**config.mk**
```make
export PLATFORM = sky130hd
export DESIGN_NAME = bus_expander_fifo_port
export DESIGN_NICKNAME = d
export VERILOG_FILES = /design/src/rtl/bus_expander_fifo_port.sv
export SDC_FILE = /design/constraint.sdc
export NUM_CORES = 1
export LEC_CHECK = 0
export CORE_MARGIN = 1
export CORE_UTILIZATION = 50
export DETAILED_ROUTE_END_ITERATION = 10
export DONT_BUFFER_PORTS = 1
export PLACE_DENSITY = 0.75
export RECOVER_POWER = 100
export SLEW_MARGIN = 20
export SYNTH_ARGS = -nofsm -noshare
export SYNTH_HDL_FRONTEND = slang
export SYNTH_SLANG_ARGS = --single-unit
```
**constraint.sdc**
```tcl
create_clock -name sysclk -period 5.6 [get_ports sysclk]
set_input_delay 1.12 -clock sysclk [delete_from_list [all_inputs] [get_ports sysclk]]
set_output_delay 1.12 -clock sysclk [all_outputs]
set_load 0.01 [all_outputs]
```
**src/rtl/bus_expander_fifo_port.sv**
```systemverilog
// Expander slave exposing an RX FIFO (local producer -> bus reads) and a TX FIFO
// (bus writes -> local consumer) behind four register slots: RXDATA, TXDATA, STATUS, CONTROL.
module bus_expander_fifo_port_fifo #(
  parameter int DEPTH = 16,
  parameter int CW    = $clog2(DEPTH) + 1
) (
  input  logic          sysclk,
  input  logic          sysreset,
  input  logic          push,
  input  logic          pop,
  input  logic          flush,
  input  logic [15:0]   wdata,
  output logic [15:0]   head,
  output logic [CW-1:0] count,
  output logic          empty,
  output logic          full
);
  localparam int AW = $clog2(DEPTH);

  logic [15:0]   mem [DEPTH];
  logic [AW-1:0] wptr, rptr;
  logic          do_push, do_pop;

  // Full/empty come only from the registered count, so a full FIFO never
  // admits a push even when a pop happens in the same cycle.
  assign empty   = (count == '0);
  assign full    = (count == CW'(DEPTH));
  assign do_push = push && !full;
  assign do_pop  = pop && !empty;
  assign head    = empty ? 16'h0000 : mem[rptr];

  always_ff @(posedge sysclk)
    if (do_push && !flush) mem[wptr] <= wdata;

  always_ff @(posedge sysclk or negedge sysreset) begin
    if (!sysreset) begin
      wptr  <= '0;
      rptr  <= '0;
      count <= '0;
    end else if (flush) begin
      wptr  <= '0;
      rptr  <= '0;
      count <= '0;
    end else begin
      if (do_push) wptr <= wptr + 1'b1;
      if (do_pop)  rptr <= rptr + 1'b1;
      if (do_push && !do_pop)      count <= count + 1'b1;
      else if (do_pop && !do_push) count <= count - 1'b1;
    end
  end
endmodule

module bus_expander_fifo_port #(
  parameter int DEPTH = 16,
  parameter int CW    = $clog2(DEPTH) + 1
) (
  input  logic             sysclk,
  input  logic             sysreset,
  output logic [3:0][15:0] r_out,
  input  logic [3:0]       r_read,
  input  logic [3:0]       r_load,
  input  logic [15:0]      r_load_data,
  input  logic [15:0]      rx_data,
  input  logic             rx_valid,
  output logic             rx_ready,
  output logic [15:0]      tx_data,
  output logic             tx_valid,
  input  logic             tx_ready
);
  generate
    if (!(DEPTH == 2 || DEPTH == 4 || DEPTH == 8 || DEPTH == 16)) begin : g_bad_depth
      $error("bus_expander_fifo_port: DEPTH must be 2, 4, 8 or 16");
    end
  endgenerate

  logic [15:0]   rx_head;
  logic [CW-1:0] rx_count, tx_count;
  logic          rx_empty, rx_full, tx_empty, tx_full;
  logic          rx_flush, tx_flush, unf_clr, ovf_clr;
  logic          rx_underflow, tx_overflow;

  assign rx_flush = r_load[3] && r_load_data[0];
  assign tx_flush = r_load[3] && r_load_data[1];
  assign unf_clr  = r_load[3] && r_load_data[2];
  assign ovf_clr  = r_load[3] && r_load_data[3];

  bus_expander_fifo_port_fifo #(.DEPTH(DEPTH), .CW(CW)) u_rx (
    .sysclk(sysclk), .sysreset(sysreset),
    .push(rx_valid), .pop(r_read[0]), .flush(rx_flush), .wdata(rx_data),
    .head(rx_head), .count(rx_count), .empty(rx_empty), .full(rx_full)
  );

  bus_expander_fifo_port_fifo #(.DEPTH(DEPTH), .CW(CW)) u_tx (
    .sysclk(sysclk), .sysreset(sysreset),
    .push(r_load[1]), .pop(tx_ready), .flush(tx_flush), .wdata(r_load_data),
    .head(tx_data), .count(tx_count), .empty(tx_empty), .full(tx_full)
  );

  assign rx_ready = !rx_full;
  assign tx_valid = !tx_empty;

  // Sticky error flags: a same-cycle set beats a clear.
  always_ff @(posedge sysclk or negedge sysreset) begin
    if (!sysreset) begin
      rx_underflow <= 1'b0;
      tx_overflow  <= 1'b0;
    end else begin
      if (r_read[0] && rx_empty) rx_underflow <= 1'b1;
      else if (unf_clr)          rx_underflow <= 1'b0;
      if (r_load[1] && tx_full)  tx_overflow  <= 1'b1;
      else if (ovf_clr)          tx_overflow  <= 1'b0;
    end
  end

  assign r_out[0] = rx_head;
  assign r_out[1] = 16'h0000;
  assign r_out[2] = {2'b00, tx_overflow, rx_underflow, tx_full, rx_empty,
                     5'(tx_count), 5'(rx_count)};
  assign r_out[3] = 16'h0000;
endmodule

```
==> flow_summary.ini, run 1 <==
[outcome]
outcome = finished with violations
failed_checks = capacitance limit, slew limit

[placed_design]
dp_slack_ns = 1.886
post-dp-hpwl_mm = 24.20
dpl-instance-area_sq_um = 22650
io_buffers = 0
gp_congestion = 0.7867

[worst_setup_path]
max_stage_delay_ns = 1.11
cp_cell_sequence = clkbuf_2 -> mux4_1 -> mux4_2 -> nor2b_1
path_max_fanout = 52
r2r_slack_ns = 1.72
cp_data_required_time_ns = 4.48
r2r-end = u_rx.mem[5][14]
slowest_stage = clkbuf_2
rr_worst_depth = 5
startpoint_type = register
worst-setup-path-type = reg -> out
arrival_ns = 3.54
r2r-start = u_rx.count[0]
worstSetupEndpointType = primary output

[floorplanning]
dieArea_sq_um = 45000
die_height_um = 212.1
num_rows = 76
core_sq_um = 43360
die_width_um = 212.1
start_util_pct = 50.92
pin_count = 126

[sta]
tightest_slew_ns = 2.202
relSlewSlack_pct = -47.33
slew_viol_final = 133
hold-worst-slack_ns = 0.2219
setup_viol = 0
fin_tns_setup_ns = 0
setup_ws_ns = 0.9428
finalCritPeriodShare_pct = 83.16
period_minus_slack_ns = 4.657
finalClockSkew_ns = 0.02114
hold_viol = 0
rsz0062_at_grt = false
max_freq_mhz = 214.7

[clocking]
clockBufferDepth = 3
cts_htree_levels = 2
cts_num_sinks = 540
cts_root_buf = clkbuf_16
cts_resized = 0
numCtsBuffers = 51
cts_tree = yes
cts_setup_buffers = 0
insertion_delay_ns = 0.59
holdBufCountCts = 0
path_clk_slew_ns = 0.07

[detailed_routing]
drt-met1-wl_mm = 16.76
drc_errors = 0
vias = 9933
drtAntennaViolNets = 0
wl_mm = 43.47
wire_per_inst_um = 25.73
wl_met3_mm = 2.503
wl_met2_mm = 23.15
firstDrtPassIters = 5
highest_layer = met4
routed_via_density = 5.881
drt-initial-drc-count = 822

[yosys]
synth_area_sq_um = 22080
yosysWarnings = 0
synth_area_per_cell_sq_um = 21.46
ys_types = 52
synthCells = 1029
ys_ff_latch = 540
ys_seq_area_share_pct = 72.81

[final_layout]
design_area_sq_um = 24030
diodes = 0
fillers = 3228
final_nets = 1127
syn_to_final_growth_pct = 8.845
drive_gt1_share_pct = 21.83

[worst_hold_path]
holdCritPathClass = in -> async

[power_and_ir_drop]
peakVddDrop_uv = 331.2
p_per_area_nw_per_um2 = 460.3
power.total_w = 0.01106
p_leak_nw = 7.594

[grt]
grt_pass1_vias = 10430
grt_overflow = 0
track_usage_pct = 19.95
grt_antenna_before_repair = 0
grt_max_degree = 53
grt_pass1_wl_mm = 64.80

[job]
drv_cap = 8
-- cell families after synthesis --
logic type,synth area share (%)
AO/OA/AOI/OAI,1.762
other,0.01698
flip-flops,72.81
AND/OR/NAND/NOR,3.785
buffers and inverters,3.156
XOR/XNOR,0.3967
multiplexers,16.99
adder cells (fa/ha/maj),1.088
-- placed cells by master, fill, tap and decap left out, drive strengths merged, types with 8 or more instances in the layout --
cell,netlist,layout
nor2b,34,34
clkinv,0,22
a21oi,16,16
nor3,9,9
edfxtp,512,512
mux4,160,160
dfrtp,28,28
nand2,16,16
nor2,55,55
nand3,12,12
ha,16,16
o21ai,8,8
clkbuf,14,87
conb,1,34
inv,7,8
-- sequential cells by signal (all words and copies together) (netlist names) --
signal        cells
u_rx.count        5
u_tx.rptr         4
u_rx.wptr         4
rx_underflow      1
u_tx.wptr         4
u_rx.rptr         4
u_rx.mem        256
u_tx.count        5
tx_overflow       1
u_tx.mem        256
-- critical path: cells and delay by family (launching register included) --
| kind | cells | cell delay (ns) |
|---|---|---|
| mux | 2 | 0.97 |
| buf+inv | 1 | 1.11 |
| simple gates | 1 | 0.21 |
| flops | 1 | 0.62 |
-- final cells by class --
| cell class | instances | area (sq um) | area share [%] |
|---|---|---|---|
| multi-input cells | 432 | 5389 | 22.42 |
| well taps | 585 | 732.0 | 3.046 |
| flip-flops and latches | 540 | 16080 | 66.92 |
| repair buffers | 33 | 172.7 | 0.7185 |
| inverters | 7 | 26.28 | 0.1093 |
| clock inverters | 32 | 299.0 | 1.244 |
| clock buffers | 60 | 1331 | 5.539 |
-- where the power goes --
group | switching [W] | internal, W | total [W]
sequential | 0.000372 | 0.00471 | 0.00508
combinational | 0.00126 | 0.00134 | 0.00260
clock | 0.00145 | 0.00193 | 0.00338
total | 0.00308 | 0.00798 | 0.0111
-- synthesized netlist by cell type (all sizes together) --
library cell / count / area (sq um)
a21oi: 16 / 80.08
a211oi: 4 / 30.03
a21o: 4 / 30.03
nand3: 12 / 60.06
and2: 6 / 37.54
ha: 16 / 200.2
fa: 2 / 40.04
nand2: 16 / 60.06
inv: 7 / 26.27
a21boi: 1 / 7.510
a22oi: 2 / 15.01
nor3: 9 / 45.04
nor4: 2 / 25.02
a22o: 4 / 35.03
conb: 1 / 3.750
a31oi: 3 / 18.77
dfrtp: 28 / 700.7
or4: 4 / 30.03
xnor2: 3 / 26.28
or2: 1 / 6.260
clkbuf: 14 / 72.57
o41ai: 3 / 26.28
xor2: 7 / 61.31
o211ai: 7 / 57.55
dlygate4sd1: 2 / 17.52
or3: 3 / 18.77
edfxtp: 512 / 15370
nand2b: 4 / 25.02
a31o: 2 / 17.52
buf: 67 / 580.6
nor2b: 34 / 295.3
mux2i: 5 / 50.05
o21ai: 8 / 40.04
and3: 1 / 6.260
nor2: 55 / 216.5
or4b: 1 / 10.01
o41a: 2 / 22.52
mux4: 160 / 3701
a41oi: 1 / 8.760
-- stage by stage --
step / utilization (%) / instances
6_report: 55.42 / 1689
5_1_grt: 55.42 / 1689
4_1_cts: 56.00 / 1689
3_5_place_dp: 52.24 / 1597
3_3_place_gp: 52.21 / 1597
2_1_floorplan: - / 1062
-- worst max path at each step --
stage	startpoint	to	slack (ns)	cells after the start
2_1_floorplan	r_load[1]	u_tx.mem[2][0]	2.18	4
3_3_place_gp	u_rx.rptr[0]	r_out[1]	1.86	4
3_5_place_dp	u_rx.rptr[0]	r_out[1]	1.89	4
4_1_cts	u_rx.rptr[0]	r_out[1]	1.26	4
5_1_grt	u_rx.rptr[0]	r_out[1]	0.77	4
6_report	u_rx.rptr[1]	r_out[12]	0.94	4
-- routing by layer --
layer | vias up | track usage, %
met1 | 5256 | 24.79
met2 | 315 | 34.61
met5 | - | 0
met4 | 0 | 7.521
met3 | 78 | 3.988
li1 | 4284 | -
Power figures use the tool's default switching activity.
==> run 2: changes to the inputs <==
==> constraint.sdc (replaced) <==
create_clock -name sysclk -period 4.7 [get_ports sysclk]
set_input_delay 0.94 -clock sysclk [delete_from_list [all_inputs] [get_ports sysclk]]
set_output_delay 0.94 -clock sysclk [all_outputs]
set_load 0.01 [all_outputs]
==> run 2 against run 1 <==
Compared with the run above:
- the run now ends clean
- clock skew fell by 0.0078 ns
- critical path depth did not move
- cell count rose by 0.71%
- power rose by 19%
- utilization rose by 0.12 points
==> flow_summary.ini, run 2 (synthesized netlist as in run 1, its figures left out) <==
[outcome]
outcome = complete, no violations

[worst_hold_path]
holdCritPathClass = in -> async

[worst_setup_path]
cp_data_required_time_ns = 3.76
path_delay_family = multiplexers
cp_cell_sequence = clkbuf_2 -> mux4_1 -> mux4_2 -> nor2b_1
rr_worst_depth = 5
startpoint = u_rx.rptr[0]
worst-setup-path-type = reg -> out
crit_buf_inv = 1
r2r-end = u_tx.mem[0][5]
worstSetupEndpointType = primary output
slowest_stage = dfrtp_4
critPathCapture = r_out[12]
r2r_slack_ns = 0.85
max_stage_delay_ns = 0.84
cp.depth = 4
startpoint_type = register
r2r-start = u_tx.count[0]
path_max_fanout = 32
arrival_ns = 3.27

[final_layout]
fillers = 3183
fin_util_pct = 55.54
drive_gt1_share_pct = 21.51
syn_to_final_growth_pct = 9.072
final_nets = 1138
reg_top3 = u_rx.mem x256, u_tx.mem x256
final_common_cell = edfxtp_1
mostFrequentLayoutCells = 512 x edfxtp_1, 134 x mux4_2, 53 x clkbuf_16
diodes = 0
seq_area_sq_um = 16080
multi_input_area_sq_um = 5386

[detailed_routing]
drt-initial-drc-count = 901
routed_via_density = 5.875
wl_mm = 44.57
wire_per_inst_um = 26.20
firstDrtPassIters = 5
drc_errors = 0
drtAntennaViolNets = 0
vias = 9993

[floorplanning]
start_util_pct = 50.92
core_sq_um = 43360
pin_count = 126
die_width_um = 212.1
num_rows = 76
dieArea_sq_um = 45000
die_height_um = 212.1

[power_and_ir_drop]
p_leak_nw = 7.594
peakVddDrop_uv = 390.8
internal_power_w = 0.009455
combPwrFrac_pct = 23.9
p_sw_share_pct = 28.18
p_per_area_nw_per_um2 = 546.7
p_sw_w = 0.003710
power_frac_clock_pct = 30.2
seqPwrFrac_pct = 45.9

[clocking]
clockBufferDepth = 3
cts_tree = yes
path_clk_slew_ns = 0.06
holdBufCountCts = 0
cts_setup_buffers = 0
cts_root_buf = clkbuf_16
cts_num_sinks = 540
cts_htree_levels = 2
numCtsBuffers = 53
insertion_delay_ns = 0.59
cts_resized = 0

[sta]
slew_viol_final = 0
tightest_slew_ns = 1.481
rsz0062_at_grt = false
setup_viol = 0
setup_ws_ns = 0.4927
fin_tns_setup_ns = 0
finalCritPeriodShare_pct = 89.52
max_freq_mhz = 237.7
period_minus_slack_ns = 4.207
relSlewSlack_pct = 1.250
hold-worst-slack_ns = 0.04731
hold_viol = 0
finalClockSkew_ns = 0.01332

[grt]
grt_antenna_before_repair = 0
grt_max_degree = 41
track_usage_pct = 20.32
grt_pass1_wl_mm = 65.78
grt_pass1_vias = 10370
grt_overflow = 0

[placed_design]
post-dp-hpwl_mm = 24.85
io_buffers = 0
dp_slack_ns = 1.275
gp_congestion = 0.7797

[job]
drv_cap = 0
run 2: changes by cell type in the layout (fill, tap and decap cells not counted), sizes merged:
| cell | delta |
|---|---|
| buf | +1 |
| bufinv | -2 |
| clkbuf | +14 |
| clkinv | -1 |
run 2: final cells by class:
type	count	area share [%]
flip-flops and latches	540	66.79
well taps	585	3.039
clock buffers	66	5.710
multi-input cells	432	22.37
inverters	7	0.1091
clock inverters	29	1.008
repair buffers	42	0.9819
run 2: worst reg2reg max path, stage by stage (launching register included):
cell,delay (ns)
dfrtp_1,0.54
nor4_1,0.22
a21oi_1,0.67
nand3_1,0.30
nor3_1,1.14
clkbuf_1,0.61
run 2: per-layer routing:
metal	GRT usage, %	vias up	routed length [um]
li1	-	4295	-
met1	25.68	5318	17350
met2	34.98	321	23420
met3	4.431	59	2889
met4	6.547	0	909
met5	0	-	0
run 2: per-stage QoR:
step	cells	power, W	cell area, sq um
floorplan	1062	0.008804	22200
global placement	1606	0.009390	22730
detailed placement	1606	0.009451	22730
CTS	1701	0.01345	24350
global route	1701	0.01374	24080
finish	1701	0.01317	24080
run 2: power by group through the flow:
stage                     combinational (W)  sequential, W  clock (W)
after CTS                           0.00333        0.00606    0.00406
after global routing                0.00341        0.00610    0.00423
final                               0.00314        0.00605    0.00397
after floorplan                     0.00296        0.00585          0
after global placement              0.00326        0.00613          0
after detailed placement            0.00330        0.00615          0
run 2: how the worst min path moves through the flow:
stage                            from      endpoint  slack [ns]  depth (start not counted)
after global placement    tx_overflow   tx_overflow        0.56                          1
after global routing         sysreset  u_rx.wptr[2]        0.02                          0
after detailed placement  tx_overflow   tx_overflow        0.55                          1
final                        sysreset   tx_overflow        0.05                          0
after CTS                    sysreset   tx_overflow        0.01                          0
after floorplan           tx_overflow   tx_overflow        0.47                          1
